**src/rtl/triangle_wireframe_drawer_pkg.sv**
```systemverilog
// Shared types for the wireframe back end: screen vertex layout, visible area, drawer states.
package render_pkg;
  typedef struct packed {
    logic [9:0] y;
    logic [9:0] x;
  } scr_vertex_t;

  localparam int H_RES_DEF = 640;
  localparam int V_RES_DEF = 480;

  typedef enum logic [1:0] {IDLE, SETUP, DRAW, DONE} wf_state_t;
endpackage

```
**src/rtl/triangle_wireframe_drawer_bresenham_stepper.sv**
```systemverilog
// Walks one Bresenham edge from start (inclusive) towards end (exclusive).
// load captures the edge; each step moves one point; last flags the step that lands on the end vertex.
module bresenham_stepper #(
  parameter int H_RES = 640,
  parameter int V_RES = 480
) (
  input  logic       clk,
  input  logic       rst,
  input  logic       load,
  input  logic       step,
  input  logic [9:0] x0,
  input  logic [9:0] y0,
  input  logic [9:0] x1,
  input  logic [9:0] y1,
  output logic [9:0] cur_x,
  output logic [9:0] cur_y,
  output logic       at_end,
  output logic       last,
  output logic       on_screen
);
  logic [9:0]        x, y, xe, ye, x_nxt, y_nxt;
  logic signed [11:0] dx, dy, err, err_nxt, dx_ld, dy_ld;
  logic signed [12:0] e2, dx_w, dy_w;
  logic              sx_neg, sy_neg, mx, my;

  always_comb begin
    dx_ld   = (x1 >= x0) ? $signed({2'b00, x1 - x0}) : $signed({2'b00, x0 - x1});
    dy_ld   = (y1 >= y0) ? -$signed({2'b00, y1 - y0}) : -$signed({2'b00, y0 - y1});
    e2      = {err, 1'b0};
    dx_w    = {dx[11], dx};
    dy_w    = {dy[11], dy};
    mx      = (e2 >= dy_w);
    my      = (e2 <= dx_w);
    // Both axis updates may apply in the same step (diagonal move).
    err_nxt = err + (mx ? dy : 12'sd0) + (my ? dx : 12'sd0);
    x_nxt   = mx ? (sx_neg ? x - 10'd1 : x + 10'd1) : x;
    y_nxt   = my ? (sy_neg ? y - 10'd1 : y + 10'd1) : y;
  end

  always_ff @(posedge clk or posedge rst) begin
    if (rst) begin
      x      <= '0;
      y      <= '0;
      xe     <= '0;
      ye     <= '0;
      dx     <= '0;
      dy     <= '0;
      err    <= '0;
      sx_neg <= 1'b0;
      sy_neg <= 1'b0;
    end else if (load) begin
      x      <= x0;
      y      <= y0;
      xe     <= x1;
      ye     <= y1;
      dx     <= dx_ld;
      dy     <= dy_ld;
      err    <= dx_ld + dy_ld;
      sx_neg <= (x1 < x0);
      sy_neg <= (y1 < y0);
    end else if (step) begin
      x   <= x_nxt;
      y   <= y_nxt;
      err <= err_nxt;
    end
  end

  assign cur_x     = x;
  assign cur_y     = y;
  assign at_end    = (x == xe) && (y == ye);
  assign last      = (x_nxt == xe) && (y_nxt == ye);
  assign on_screen = (int'(x) < H_RES) && (int'(y) < V_RES);
endmodule

```
**src/rtl/triangle_wireframe_drawer.sv**
```systemverilog
// Rasterises the three edges of one accepted triangle into a pixel-write stream.
// Holds the sequencing FSM, edge counter, latched vertices and colour; the stepper does the arithmetic.
module triangle_wireframe_drawer
  import render_pkg::*;
#(
  parameter int CW    = 8,
  parameter int H_RES = H_RES_DEF,
  parameter int V_RES = V_RES_DEF
) (
  input  logic                  Clk,
  input  logic                  Reset,
  input  logic                  tri_valid,
  output logic                  tri_ready,
  input  logic [2:0][1:0][9:0]  proj_triangle,
  input  logic                  clip,
  input  logic [CW-1:0]         color,
  output logic                  px_valid,
  input  logic                  px_ready,
  output logic [9:0]            px_x,
  output logic [9:0]            px_y,
  output logic [CW-1:0]         px_color,
  output logic                  busy,
  output logic                  done
);
  wf_state_t         state, state_nxt;
  logic [1:0]        edge_idx, edge_nxt;
  scr_vertex_t [2:0] verts;
  logic [CW-1:0]     color_q;
  scr_vertex_t       v_start, v_end;
  logic              accept, load, step, at_end, last, on_screen, zero_len, last_edge;

  // Edge order V1->V2, V2->V3, V3->V1; verts[2] is V1.
  always_comb begin
    v_start = verts[0];
    v_end   = verts[2];
    case (edge_idx)
      2'd0:    begin v_start = verts[2]; v_end = verts[1]; end
      2'd1:    begin v_start = verts[1]; v_end = verts[0]; end
      default: begin v_start = verts[0]; v_end = verts[2]; end
    endcase
  end

  assign accept    = tri_valid & tri_ready;
  assign zero_len  = (v_start == v_end);
  assign last_edge = (edge_idx == 2'd2);
  assign load      = (state == SETUP);
  assign step      = (state == DRAW) && !at_end && (!on_screen || px_ready);

  bresenham_stepper #(.H_RES(H_RES), .V_RES(V_RES)) u_stepper (
    .clk       (Clk),
    .rst       (Reset),
    .load      (load),
    .step      (step),
    .x0        (v_start.x),
    .y0        (v_start.y),
    .x1        (v_end.x),
    .y1        (v_end.y),
    .cur_x     (px_x),
    .cur_y     (px_y),
    .at_end    (at_end),
    .last      (last),
    .on_screen (on_screen)
  );

  always_comb begin
    state_nxt = state;
    edge_nxt  = edge_idx;
    case (state)
      IDLE: if (accept) begin
        edge_nxt  = 2'd0;
        state_nxt = clip ? DONE : SETUP;
      end
      SETUP: begin
        // Zero-length edges emit nothing and skip straight to the next edge.
        if (zero_len) begin
          if (last_edge) state_nxt = DONE;
          else edge_nxt = edge_idx + 2'd1;
        end else begin
          state_nxt = DRAW;
        end
      end
      DRAW: if (at_end || (step && last)) begin
        if (last_edge) state_nxt = DONE;
        else begin
          state_nxt = SETUP;
          edge_nxt  = edge_idx + 2'd1;
        end
      end
      default: state_nxt = IDLE;
    endcase
  end

  always_ff @(posedge Clk or posedge Reset) begin
    if (Reset) begin
      state    <= IDLE;
      edge_idx <= '0;
      verts    <= '0;
      color_q  <= '0;
    end else begin
      state    <= state_nxt;
      edge_idx <= edge_nxt;
      if (accept) begin
        verts   <= proj_triangle;
        color_q <= color;
      end
    end
  end

  assign tri_ready = (state == IDLE) && !Reset;
  assign px_valid  = (state == DRAW) && !at_end && on_screen;
  assign px_color  = color_q;
  assign busy      = (state == SETUP) || (state == DRAW);
  assign done      = (state == DONE);
endmodule
```
**config.mk**
```make
export PLATFORM = sky130hd
export DESIGN_NAME = triangle_wireframe_drawer
export DESIGN_NICKNAME = d
export VERILOG_FILES = /design/src/rtl/triangle_wireframe_drawer_pkg.sv /design/src/rtl/triangle_wireframe_drawer_bresenham_stepper.sv /design/src/rtl/triangle_wireframe_drawer.sv
export SDC_FILE = /design/constraint.sdc
export NUM_CORES = 1
export LEC_CHECK = 0
export ABC_AREA = 1
export BUFFER_PORTS_ARGS = -buffer_cell sky130_fd_sc_hd__buf_2
export CORE_MARGIN = 2
export CORE_UTILIZATION = 50
export CTS_BUF_LIST = sky130_fd_sc_hd__clkbuf_4 sky130_fd_sc_hd__clkbuf_8
export DETAILED_ROUTE_END_ITERATION = 10
export PLACE_DENSITY = 0.69
export SLEW_MARGIN = 25
export SYNTH_ARGS = -nofsm -noshare
export SYNTH_HDL_FRONTEND = slang
export SYNTH_SLANG_ARGS = --single-unit
```
**constraint.sdc**
```tcl
create_clock -name Clk -period 6.5 [get_ports Clk]
set_input_delay 0.65 -clock Clk [delete_from_list [all_inputs] [get_ports Clk]]
set_output_delay 0.65 -clock Clk [all_outputs]
set_load 0.01 [all_outputs]
```
==> run_results.csv <==
group,metric,value,unit
placement,gp_congestion,0.936,
route,vias,12300,
route,drt_iter0_markers,918,
route,vias_per_cell,5.50,
clocking,clockBufferDepth,2,
timing,setup-tns-final,0,ns
global_routing,grt_usage,29.8,%
route,dr.pass1.iters,7,
job,max-cap-violations,0,
clocking,post-cts-setup-buffers,0,
logic_synthesis,syn-cell-area,12500,um^2
logic_synthesis,synth_edf_count,0,
floorplanning,die_w,162,um
placement,place_area,13300,um^2
global_routing,grt_remaining_overflow,0,
logic_synthesis,yosys.cell_types.count,50,
finish,stdcell_area,13800,um^2
floorplanning,io_pins,105,
logic_synthesis,async_flop_share,100,%
placement,port-buffer-count,104,
finish,fin_nets,2089,
timing,rsz0062_at_grt,"false",
timing,hold_viol_final,0,
logic_synthesis,muxShareOfSynthArea,0,%
logic_synthesis,synth_top_family_by_area,"simple AND/OR/NAND/NOR gates",
route,drt_wl_total,38300,um
floorplanning,die_area,26400,um^2
critical_path,worstPathMaxFanout,23,
timing,setup_viol,0,
timing,clock_skew,0.0296,ns
global_routing,grt_pass1_wl,61200,um
logic_synthesis,ys_warn_count,0,
floorplanning,initial_utilization,51.3,%
timing,fin_crit_sh,89.5,%
global_routing,antenna_found_initial,2,
floorplanning,core,24500,um^2
clocking,clock_latency,0.49,ns
clocking,htree_levels,4,
logic_synthesis,yosysSeqAreaShare,29.5,%
floorplanning,die_h,162,um
timing,clock.fmax,0.172,GHz
clocking,cts_resized,0,
clocking,cts.hold.buffers_added,0,
logic_synthesis,synth_xor_area_share,4.12,%
logic_synthesis,synth_area_leader_cell,"dfrtp_1",
clocking,cts_root_buffer,"clkbuf_8",
clocking,tritoncts,"built",
critical_path,crit_path_end_kind,"flop",
worst_hold_path,min_path_type,"in -> async",
timing,finalMaxSlewViolations,0,
finish,drive_gt1_share,10.3,%
critical_path,cp-start-kind,"flop",
critical_path,setup.worst_path.start,"edge_idx[0]$_DFFE_PP0P_",
finish,area_delta_synth_final,9.76,%
route,final_antenna_net_count,0,
logic_synthesis,ys_top_cells_by_area,"dfrtp_1 (30%), nand2_1 (16%), ha_1 (10%)",
placement,dpl.hpwl,30000,um
clocking,clk_pin_slew,0.11,ns
critical_path,crit_type,"reg -> reg",
critical_path,rr_endpoint,"u_stepper.err[8]$_DFFE_PP0P_",
logic_synthesis,yosysMostFrequentCell,"nand2_1",
outcome,status,"finished clean",
critical_path,cp.required,6.91,ns
logic_synthesis,synthSimpleGateAreaFrac,26.3,%
clocking,cts-buffers-inserted,17,
critical_path,reg2reg_slack,0.68,ns
global_routing,first_global_vias,11600,
clocking,clock_sinks,148,
finish,finalCoreUtilization,56.3,%
logic_synthesis,synth_common_cells,"nand2_1 (528), inv_1 (292), dfrtp_1 (148)",
route,drc,0,
critical_path,cp_data_arrival_time,6.22,ns
logic_synthesis,synth_top_area_share,29.5,%
critical_path,reg2regPathDepth,25,
timing,worst_slew_margin_rel,39.2,%
timing,hold_slack,0.328,ns
logic_synthesis,syn_area_per_cell,6.91,um^2
logic_synthesis,synthAdderAreaFrac,13.2,%
global_routing,grt_max_degree,123,
finish,antenna-diode-count,0,
logic_synthesis,synth_nets,2011,
floorplanning,rows,57,
route,wl_per_cell,17.2,um
logic_synthesis,synthCells,1816,
timing,period_needed,5.82,ns
logic_synthesis,synth_flop_cell,"dfrtp_1",
logic_synthesis,ys_seq_elements,148,
critical_path,r2r-start,"edge_idx[0]$_DFFE_PP0P_",
logic_synthesis,synth_compound_area_share,16.0,%
timing,worst_pin_slew,0.912,ns
area by class of cell:
cell class	instances	area [um^2]
Clock inverter	15	180
Fill cell	2423	10700
Tap cell	324	405
Multi-Input combinational cell	1316	7500
Sequential cell	148	3700
Clock buffer	17	234
Timing Repair Buffer	117	638
Inverter	294	1110
layout by cell type (no fill, tap or decap), drive strengths merged, types with 2 or more instances in the layout:
| cell | synthesis | layout |
|---|---|---|
| dfrtp | 148 | 148 |
| a211oi | 2 | 2 |
| nand3b | 11 | 11 |
| inv | 293 | 301 |
| o21a | 3 | 3 |
| xor2 | 32 | 32 |
| fa | 18 | 18 |
| or2 | 8 | 8 |
| a21o | 2 | 2 |
| buf | 21 | 117 |
| o211ai | 6 | 6 |
| o221ai | 21 | 21 |
| nand3 | 92 | 92 |
| nand4 | 21 | 21 |
| o2111ai | 4 | 4 |
| xnor2 | 24 | 24 |
| o22ai | 39 | 39 |
| clkinv | 1 | 7 |
| o21ai | 141 | 141 |
| ha | 104 | 104 |
| o31ai | 2 | 2 |
| clkbuf | 37 | 17 |
| a31oi | 5 | 5 |
| nor3 | 10 | 10 |
| nor2 | 95 | 95 |
| o21bai | 6 | 6 |
| nand2 | 545 | 545 |
| a221oi | 4 | 4 |
| a21oi | 116 | 116 |
state kept, by name, indices dropped and copies added (netlist names):
name / cells
u_stepper.sy_neg: 1
u_stepper.ye: 10
u_stepper.cur_y: 10
u_stepper.dy: 12
state: 2
px_color: 8
u_stepper.err: 12
verts: 60
u_stepper.dx: 10
u_stepper.sx_neg: 1
u_stepper.cur_x: 10
u_stepper.xe: 10
edge_idx: 2
worst max-delay path by stage:
stage,end,cells after the start
global placement,u_stepper.err[10]$_DFFE_PP0P_,28
CTS,u_stepper.err[8]$_DFFE_PP0P_,25
floorplan,u_stepper.err[8]$_DFFE_PP0P_,29
finish,u_stepper.err[8]$_DFFE_PP0P_,25
global route,u_stepper.err[8]$_DFFE_PP0P_,27
detailed placement,u_stepper.err[9]$_DFFE_PP0P_,28
kinds of logic (layout without fill, tap and decap cells):
group           after synthesis  in the layout
xor+xnor                     56             56
fa+ha+maj                   122            122
buf+inv                     352            443
simple gates                784            784
flops                       148            148
compound gates              354            354
critical path, stage by stage (launching register included):
cell and delay [ns]:
dfrtp_1 0.41, inv_1 0.08, ha_1 0.27, inv_1 0.59
buf_4 0.34, o22ai_1 0.11, a21oi_1 0.55, inv_1 0.10
ha_1 0.34, nand2_1 0.12, o21ai_1 0.38, xnor2_1 0.22
nor2_1 0.09, or2_2 0.30, nand3_1 0.08, o21ai_0 0.13
ha_1 0.40, nand2_1 0.09, nor3_1 0.20, a21oi_1 0.13
or2_2 0.29, nand2_1 0.06, a21oi_1 0.06, xnor2_1 0.16
o22ai_1 0.10, a21oi_1 0.17
stage by stage:
stage,setup slack (ns),instances
4_1_cts,0.728,2230
5_1_grt,0.0644,2231
3_3_place_gp,0.878,2198
3_5_place_dp,0.748,2198
6_report,0.685,2231
2_1_floorplan,1.75,1816
routing by layer:
metal | routed length (um) | up-vias | share of wire (%) | global-route usage, %
li1 | - | 6029 | - | -
met4 | 942 | 4 | 2.5 | 8.57
met5 | 29 | - | 0.076 | 0
met2 | 17000 | 446 | 44 | 47.4
met1 | 17300 | 5713 | 45 | 41.6
met3 | 3020 | 68 | 7.9 | 5.73
Power is left out: the tool's default activity adds up to more than one toggle a clock period on the data nets, which glitch-free logic cannot reach.
